**src/rtl/jt89_bus_ctrl_if.sv**
```systemverilog
// jt89_bus_ctrl_if: CPU write bus and PSG register outputs of the bus controller
interface jt89_bus_ctrl_if;
  logic       clk_en;
  logic       wr_n;
  logic [7:0] din;
  logic       ready;
  logic [9:0] tone0, tone1, tone2;
  logic [3:0] vol0, vol1, vol2, vol3;
  logic [2:0] ctrl3;
  logic       noise_rst;
  modport master (
    output clk_en, wr_n, din,
    input  ready, tone0, tone1, tone2, vol0, vol1, vol2, vol3, ctrl3, noise_rst
  );
  modport slave (
    input  clk_en, wr_n, din,
    output ready, tone0, tone1, tone2, vol0, vol1, vol2, vol3, ctrl3, noise_rst
  );
endinterface

```
**src/rtl/jt89_bus_ctrl.sv**
```systemverilog
// jt89_bus_ctrl: SN76489-style CPU write decoder with latch/data bytes and a 32-tick busy timer
module jt89_bus_ctrl (
  input logic           clk,
  input logic           rst,
  jt89_bus_ctrl_if.slave bus
);
  typedef enum logic {IDLE, BUSY} state_t;
  state_t      state_q;
  logic        ready_q, wr_q, typ_q, noise_q;
  logic [1:0]  chan_q;
  logic [4:0]  cnt_q;
  logic [9:0]  tone_q [3];
  logic [3:0]  vol_q [4];
  logic [2:0]  ctrl3_q;
  logic        acc_d, typ_d;
  logic [1:0]  chan_d;
  // accept only on a fresh falling strobe while idle; data bytes reuse the last latch
  always_comb begin
    acc_d  = !bus.wr_n && wr_q && ready_q;
    chan_d = bus.din[7] ? bus.din[6:5] : chan_q;
    typ_d  = bus.din[7] ? bus.din[4] : typ_q;
  end
  // register file, latch and busy-timer state machine
  always_ff @(posedge clk) begin
    if (rst) begin
      state_q <= IDLE;
      ready_q <= 1'b1;
      wr_q    <= 1'b1;
      cnt_q   <= '0;
      chan_q  <= '0;
      typ_q   <= 1'b0;
      noise_q <= 1'b0;
      ctrl3_q <= '0;
      for (int i = 0; i < 3; i++) tone_q[i] <= '0;
      for (int i = 0; i < 4; i++) vol_q[i] <= 4'hF;
    end else begin
      wr_q    <= bus.wr_n;
      noise_q <= 1'b0;
      if (acc_d) begin
        state_q <= BUSY;
        ready_q <= 1'b0;
        cnt_q   <= 5'd31;
        if (bus.din[7]) begin
          chan_q <= bus.din[6:5];
          typ_q  <= bus.din[4];
        end
        if (typ_d) vol_q[chan_d] <= bus.din[3:0];
        else if (chan_d == 2'd3) begin
          ctrl3_q <= bus.din[2:0];
          noise_q <= 1'b1;
        end else
          for (int i = 0; i < 3; i++)
            if (chan_d == 2'(i))
              tone_q[i] <= bus.din[7] ? {tone_q[i][9:4], bus.din[3:0]} : {bus.din[5:0], tone_q[i][3:0]};
      end else if (state_q == BUSY && bus.clk_en) begin
        if (cnt_q == 5'd0) begin
          state_q <= IDLE;
          ready_q <= 1'b1;
        end else cnt_q <= cnt_q - 5'd1;
      end
    end
  end
  assign bus.ready     = ready_q;
  assign bus.tone0     = tone_q[0];
  assign bus.tone1     = tone_q[1];
  assign bus.tone2     = tone_q[2];
  assign bus.vol0      = vol_q[0];
  assign bus.vol1      = vol_q[1];
  assign bus.vol2      = vol_q[2];
  assign bus.vol3      = vol_q[3];
  assign bus.ctrl3     = ctrl3_q;
  assign bus.noise_rst = noise_q;
endmodule

```
**src/flat_wrapper.sv**
```systemverilog
// flat-port wrapper written by rule: the top's interface ports become plain ports
module jt89_bus_ctrl_flat 
  (clk, rst, bus_clk_en, bus_wr_n, bus_din, bus_ready, bus_tone0, bus_tone1, bus_tone2, bus_vol0, bus_vol1, bus_vol2, bus_vol3, bus_ctrl3, bus_noise_rst);
  jt89_bus_ctrl_if bus_i ();
  input logic clk;
  input logic rst;
  input wire logic [$bits(bus_i.clk_en)-1:0] bus_clk_en;
  input wire logic [$bits(bus_i.wr_n)-1:0] bus_wr_n;
  input wire logic [$bits(bus_i.din)-1:0] bus_din;
  output wire logic [$bits(bus_i.ready)-1:0] bus_ready;
  output wire logic [$bits(bus_i.tone0)-1:0] bus_tone0;
  output wire logic [$bits(bus_i.tone1)-1:0] bus_tone1;
  output wire logic [$bits(bus_i.tone2)-1:0] bus_tone2;
  output wire logic [$bits(bus_i.vol0)-1:0] bus_vol0;
  output wire logic [$bits(bus_i.vol1)-1:0] bus_vol1;
  output wire logic [$bits(bus_i.vol2)-1:0] bus_vol2;
  output wire logic [$bits(bus_i.vol3)-1:0] bus_vol3;
  output wire logic [$bits(bus_i.ctrl3)-1:0] bus_ctrl3;
  output wire logic [$bits(bus_i.noise_rst)-1:0] bus_noise_rst;
  assign bus_i.clk_en = bus_clk_en;
  assign bus_i.wr_n = bus_wr_n;
  assign bus_i.din = bus_din;
  assign bus_ready = bus_i.ready;
  assign bus_tone0 = bus_i.tone0;
  assign bus_tone1 = bus_i.tone1;
  assign bus_tone2 = bus_i.tone2;
  assign bus_vol0 = bus_i.vol0;
  assign bus_vol1 = bus_i.vol1;
  assign bus_vol2 = bus_i.vol2;
  assign bus_vol3 = bus_i.vol3;
  assign bus_ctrl3 = bus_i.ctrl3;
  assign bus_noise_rst = bus_i.noise_rst;
  jt89_bus_ctrl u_core (.clk(clk), .rst(rst), .bus(bus_i));
endmodule
```
**config.mk**
```make
export PLATFORM = sky130hd
export DESIGN_NAME = jt89_bus_ctrl_flat
export DESIGN_NICKNAME = d
export VERILOG_FILES = /design/src/rtl/jt89_bus_ctrl_if.sv /design/src/rtl/jt89_bus_ctrl.sv /design/src/flat_wrapper.sv
export SDC_FILE = /design/constraint.sdc
export NUM_CORES = 1
export LEC_CHECK = 0
export CORE_ASPECT_RATIO = 1.25
export CORE_MARGIN = 5
export CORE_UTILIZATION = 35
export DETAILED_ROUTE_END_ITERATION = 10
export GPL_TIMING_DRIVEN = 0
export MAX_ROUTING_LAYER = met4
export PLACE_DENSITY_LB_ADDON = 0.05
export REMOVE_ABC_BUFFERS = 1
export SYNTH_ARGS = -nofsm -noshare
export SYNTH_HDL_FRONTEND = slang
export SYNTH_SLANG_ARGS = --single-unit
```
**constraint.sdc**
```tcl
create_clock -name clk -period 5.9 [get_ports clk]
set_clock_uncertainty 0.1 [all_clocks]
set_input_delay 0.59 -clock clk [delete_from_list [all_inputs] [get_ports clk]]
set_output_delay 0.59 -clock clk [all_outputs]
set_load 0.03 [all_outputs]
```
* Yosys cells after proc, flatten, opt, wreduce, memory -nomap -nowiden
Memories as Yosys holds them, arrays and structs flattened. Cells that the tools add are included.
Word-level totals: register bits 15, input bits 12, memories 2, output and inout bits 51, bits in latches 0, memory bits (writable) 46, memory bits (read-only) 0, logic and storage cells 78
Memory list:
- u_core.tone_q | words 3, bits a word 10, read ports 3, clocked after Yosys merged registers in 0, write ports 3, line jt89_bus_ctrl.sv:12 | logic [9:0] tone_q [3];
- u_core.vol_q | words 4, bits a word 4, read ports 4, clocked after Yosys merged registers in 0, write ports 4, line jt89_bus_ctrl.sv:13 | logic [3:0] vol_q [4];
Cells by class: bitwise operators 5, divide/modulo/power cells 0, add/sub/neg operators 1, shift-type cells 0, mux-type cells 45, magnitude comparators 0, reductions and logical operators 13, equal/unequal tests 4, $mul 0
Operators by type and width (count):
- two-way mux 10 bit | 6
- two-way mux 1 bit | 33
- two-way mux 5 bit | 3
- zero test 5 bit | 1
- subtractor 5 x 1 -> 5 bit (second input constant) | 1
- == test 2 bit (second input constant) | 2
- two-way mux 2 bit | 2
- two-way mux 4 bit | 1
- AND reduction 2 bit | 2
- nonzero test 2 bit | 2
- OR reduction 4 bit | 1
- logical AND 1 bit | 3
- OR 1 bit | 3
- AND reduction 3 bit | 1
- OR reduction 3 bit | 1
- == test 2 x 1 -> 1 bit (second input constant) | 1
- zero test 2 bit | 1
- inequality test 2 x 1 -> 1 bit (second input constant) | 1
- inverter 1 bit | 2
- zero test 1 bit | 1

* Longest topological paths before layout
word-level depth 9, depth in mapped cells 5

* Worst setup path after synthesis
Ideal clock, no wire load.
kind input-to-reg, start point input port bus_din[7], end point memory u_core.tone_q[2][4] (netlist: u_core.tone_q[0][24]) (enable), path buffers 1, stages on the path 4, arrival time 1978 ps, setup time 389 ps, required time 5411 ps, setup slack 3433 ps, cells stage by stage buf_2 -> mux2i_4 -> nand2_1 -> o41ai_1
RTL lines:
- start: declaration | line flat_wrapper.sv:9 | input wire logic [$bits(bus_i.din)-1:0] bus_din;
- end: declaration | line jt89_bus_ctrl.sv:12

==> reports/metrics.yaml <==
yosysUniqueCellTypes: 39
clockBufferDepth: 2
max_stage_delay_ns: 0.91
status: "completed"
die_w_microns: 84.97
holdWs_ns: 0.3709
cp.required_ns: 5.75
gp_congestion: 0.7612
clkPwrFrac: 0.337
clkTransAtPathRegs_ns: 0.07
crit_path_max_fanout: 16
fin_crit_sh: 0.5267
async_reset_ff_frac: 0
peakVddDrop_mv: 0.1196
pin_count: 63
postCtsSetupBuffers: 0
slew-limit-headroom: 0.3317
cp.arrival_ns: 2.96
yosys_warnings: 0
route.met3.wl_microns: 287
n_fill_cell: 663
final_common_cell: "clkdlybuf4s50_1"
p_int_uw: 674.7
port_buffers: 62
grt_max_degree: 23
p_seq_frac: 0.536
setup_viol: 0
synth_edf_count: 46
multi_input_area_sq_um: 709.4
dr_wl_met2_microns: 2732
cts-resized-gates: 0
antenna_found_initial: 0
die_area_sq_mm: 0.008811
final_layout_size_suffix_gt1_frac: 0.1190
viasPerCell: 4.766
grt_pass1_vias: 1697
met1Wirelength_microns: 2232
final_cell_mix: "clkdlybuf4s50_1 (62), edfxtp_1 (46), nand2_1 (25)"
synth.avg_cell_area_sq_um: 13.44
swShare: 0.2607
crit_type: "input pin to register"
ys.flop_type: "edfxtp_1"
fin_nets: 260
endpoint_kind: "register"
design.core.area_sq_mm: 0.006892
syn_area_sq_mm: 0.002459
yosys.area_share.xor_xnor: 0
area_growth_syn_to_layout_pct: 35.27
synth_top_family_by_area: "simple AND/OR/NAND/NOR gates"
min_period_ns: 3.108
crit_chain: "clkdlybuf4s50_1 > mux2i_4 > nand2_1 > o21ai_0"
synth_compound_area_frac: 0.09211
cp-start-kind: "input pin"
grt_pass1_wl_microns: 8825
max_cap_viol_count: 0
clk-insertion-delay-late_ns: 0.33
wire_per_inst_microns: 15.69
vias: 1630
initial_core_util: 0.3568
n_antenna_cell: 0
utilization: 0.4826
cp_top_family: "buffers and inverters"
ctsHtreeMaxLevel: 3
yosys.area_share.simple: 0.1608
grt_use_total: 0.1339
highest_layer: "met4"
antenna_left: 0
synthAdderAreaFrac: 0.005089
fmax_mhz: 321.8
timing.setup.tns_ns: 0
dp_hpwl_microns: 3863
ys_seq_elements: 61
drcViolationCount: 0
rsz0062_at_grt: "no"
routed_wl_microns: 5365
power_density_mw_per_mm2: 274.4
first_pass_iters: 4
synthMuxAreaShare: 0.02748
clock-sinks: 61
pwr-share-comb: 0.128
die_h_microns: 103.7
hold_viol_final: 0
drtIter0Drc: 58
synthCells: 183
critPathSlowestCell: "clkdlybuf4s50_1"
num_rows: 34
synth_seq_area_share: 0.6840
cts_hold_buf: 0
path_buf_inv: 1
hp-class: "register to register"
overflow: 0
cts_tree: "built"
finalMaxSlewViolations: 0
cts-buffers-inserted: 9
p_leak_nw: 1.113
seqCellArea_sq_mm: 0.001682
worst_slew_pin_slew_ns: 0.9919
switchingPower_uw: 237.9
cts_root_buf: "clkbuf_8"
## sequential cells by signal (all words and copies together) (netlist names)
signal / flops
u_core.bus.ctrl3: 3
u_core.bus.noise_rst: 1
u_core.bus.ready: 1
u_core.chan_q: 2
u_core.cnt_q: 5
u_core.state_q: 1
u_core.tone_q: 30
u_core.typ_q: 1
u_core.vol_q: 16
u_core.wr_q: 1
## cells in the mapped netlist, drive strengths merged, types with 2 or more instances
cell type | n | share of area
inv | 9 | 0.014
nand3b | 3 | 0.0092
a21oi | 7 | 0.014
o21ai | 6 | 0.012
clkbuf | 3 | 0.0046
nand3 | 4 | 0.0081
nand2 | 25 | 0.038
or2 | 2 | 0.0051
and2 | 10 | 0.025
edfxtp | 46 | 0.56
dfxtp | 15 | 0.12
nor4 | 5 | 0.025
buf | 6 | 0.012
a21bo | 2 | 0.0081
mux2i | 4 | 0.021
nor3 | 2 | 0.0041
a31oi | 3 | 0.0076
nor2 | 5 | 0.0076
a311oi | 2 | 0.0071
a21o | 6 | 0.018
o31ai | 2 | 0.0061
or3 | 3 | 0.0081
## power groups by stage
stage                     clock network (mW)  registers [mW]  logic (mW)
after floorplan                            0           0.522      0.0417
after global placement                     0           0.498       0.117
after detailed placement                   0           0.498       0.118
after CTS                              0.317           0.489       0.119
after global routing                   0.340           0.491       0.126
final                                  0.307           0.489       0.116
## worst reg2reg max path: cells and delay by family (launching register included)
kind               cells  cell delay (ns)
AOI/OAI and AO/OA      1             0.82
DFF                    1             0.39
and+or+nand+nor        2             0.55
## stage by stage
step           setup WS [ns]  std cells  power (mW)  area [sq um]
2_1_floorplan          3.639        174      0.5637          2417
3_3_place_gp           1.961        326      0.6156          3151
3_5_place_dp           2.385        326      0.6165          3158
4_1_cts                2.751        342      0.9247          3326
5_1_grt                2.629        342      0.9564          3326
6_report               2.792        342      0.9127          3326
## cell type report
class	count	area share
Sequential cell	61	0.5056
Tap cell	90	0.03386
Inverter	9	0.01016
Timing Repair Buffer	62	0.1866
Multi-Input combinational cell	104	0.2133
Clock buffer	10	0.03837
Clock inverter	6	0.01204
## metal layers
metal	GRT usage	vias up
li1	-	807
met2	0.2172	45
met1	0.1535	767
met3	0.03098	11
met4	0.06674	0
met5	-	-
## logic make-up (layout without fill, tap and decap cells)
logic type | after synthesis | count (layout)
simple gates | 67 | 67
flops | 61 | 61
mux | 5 | 5
buf+inv | 18 | 87
fa+ha+maj | 1 | 1
compound gates | 31 | 31
## worst paths after layout
check                           depth (start not counted)  slack, ns                 from                    to
worst max-delay path                                    4       2.79           bus_din[7]  u_core.tone_q[0][15]
worst min-delay path                                    2       0.37  u_core.bus.ctrl3[2]   u_core.bus.ctrl3[2]
worst max register to register                          3       3.65     u_core.bus.ready  u_core.tone_q[0][15]
worst min register to register                          2       0.37  u_core.bus.ctrl3[2]   u_core.bus.ctrl3[2]
(Power assumes the default switching activity.)
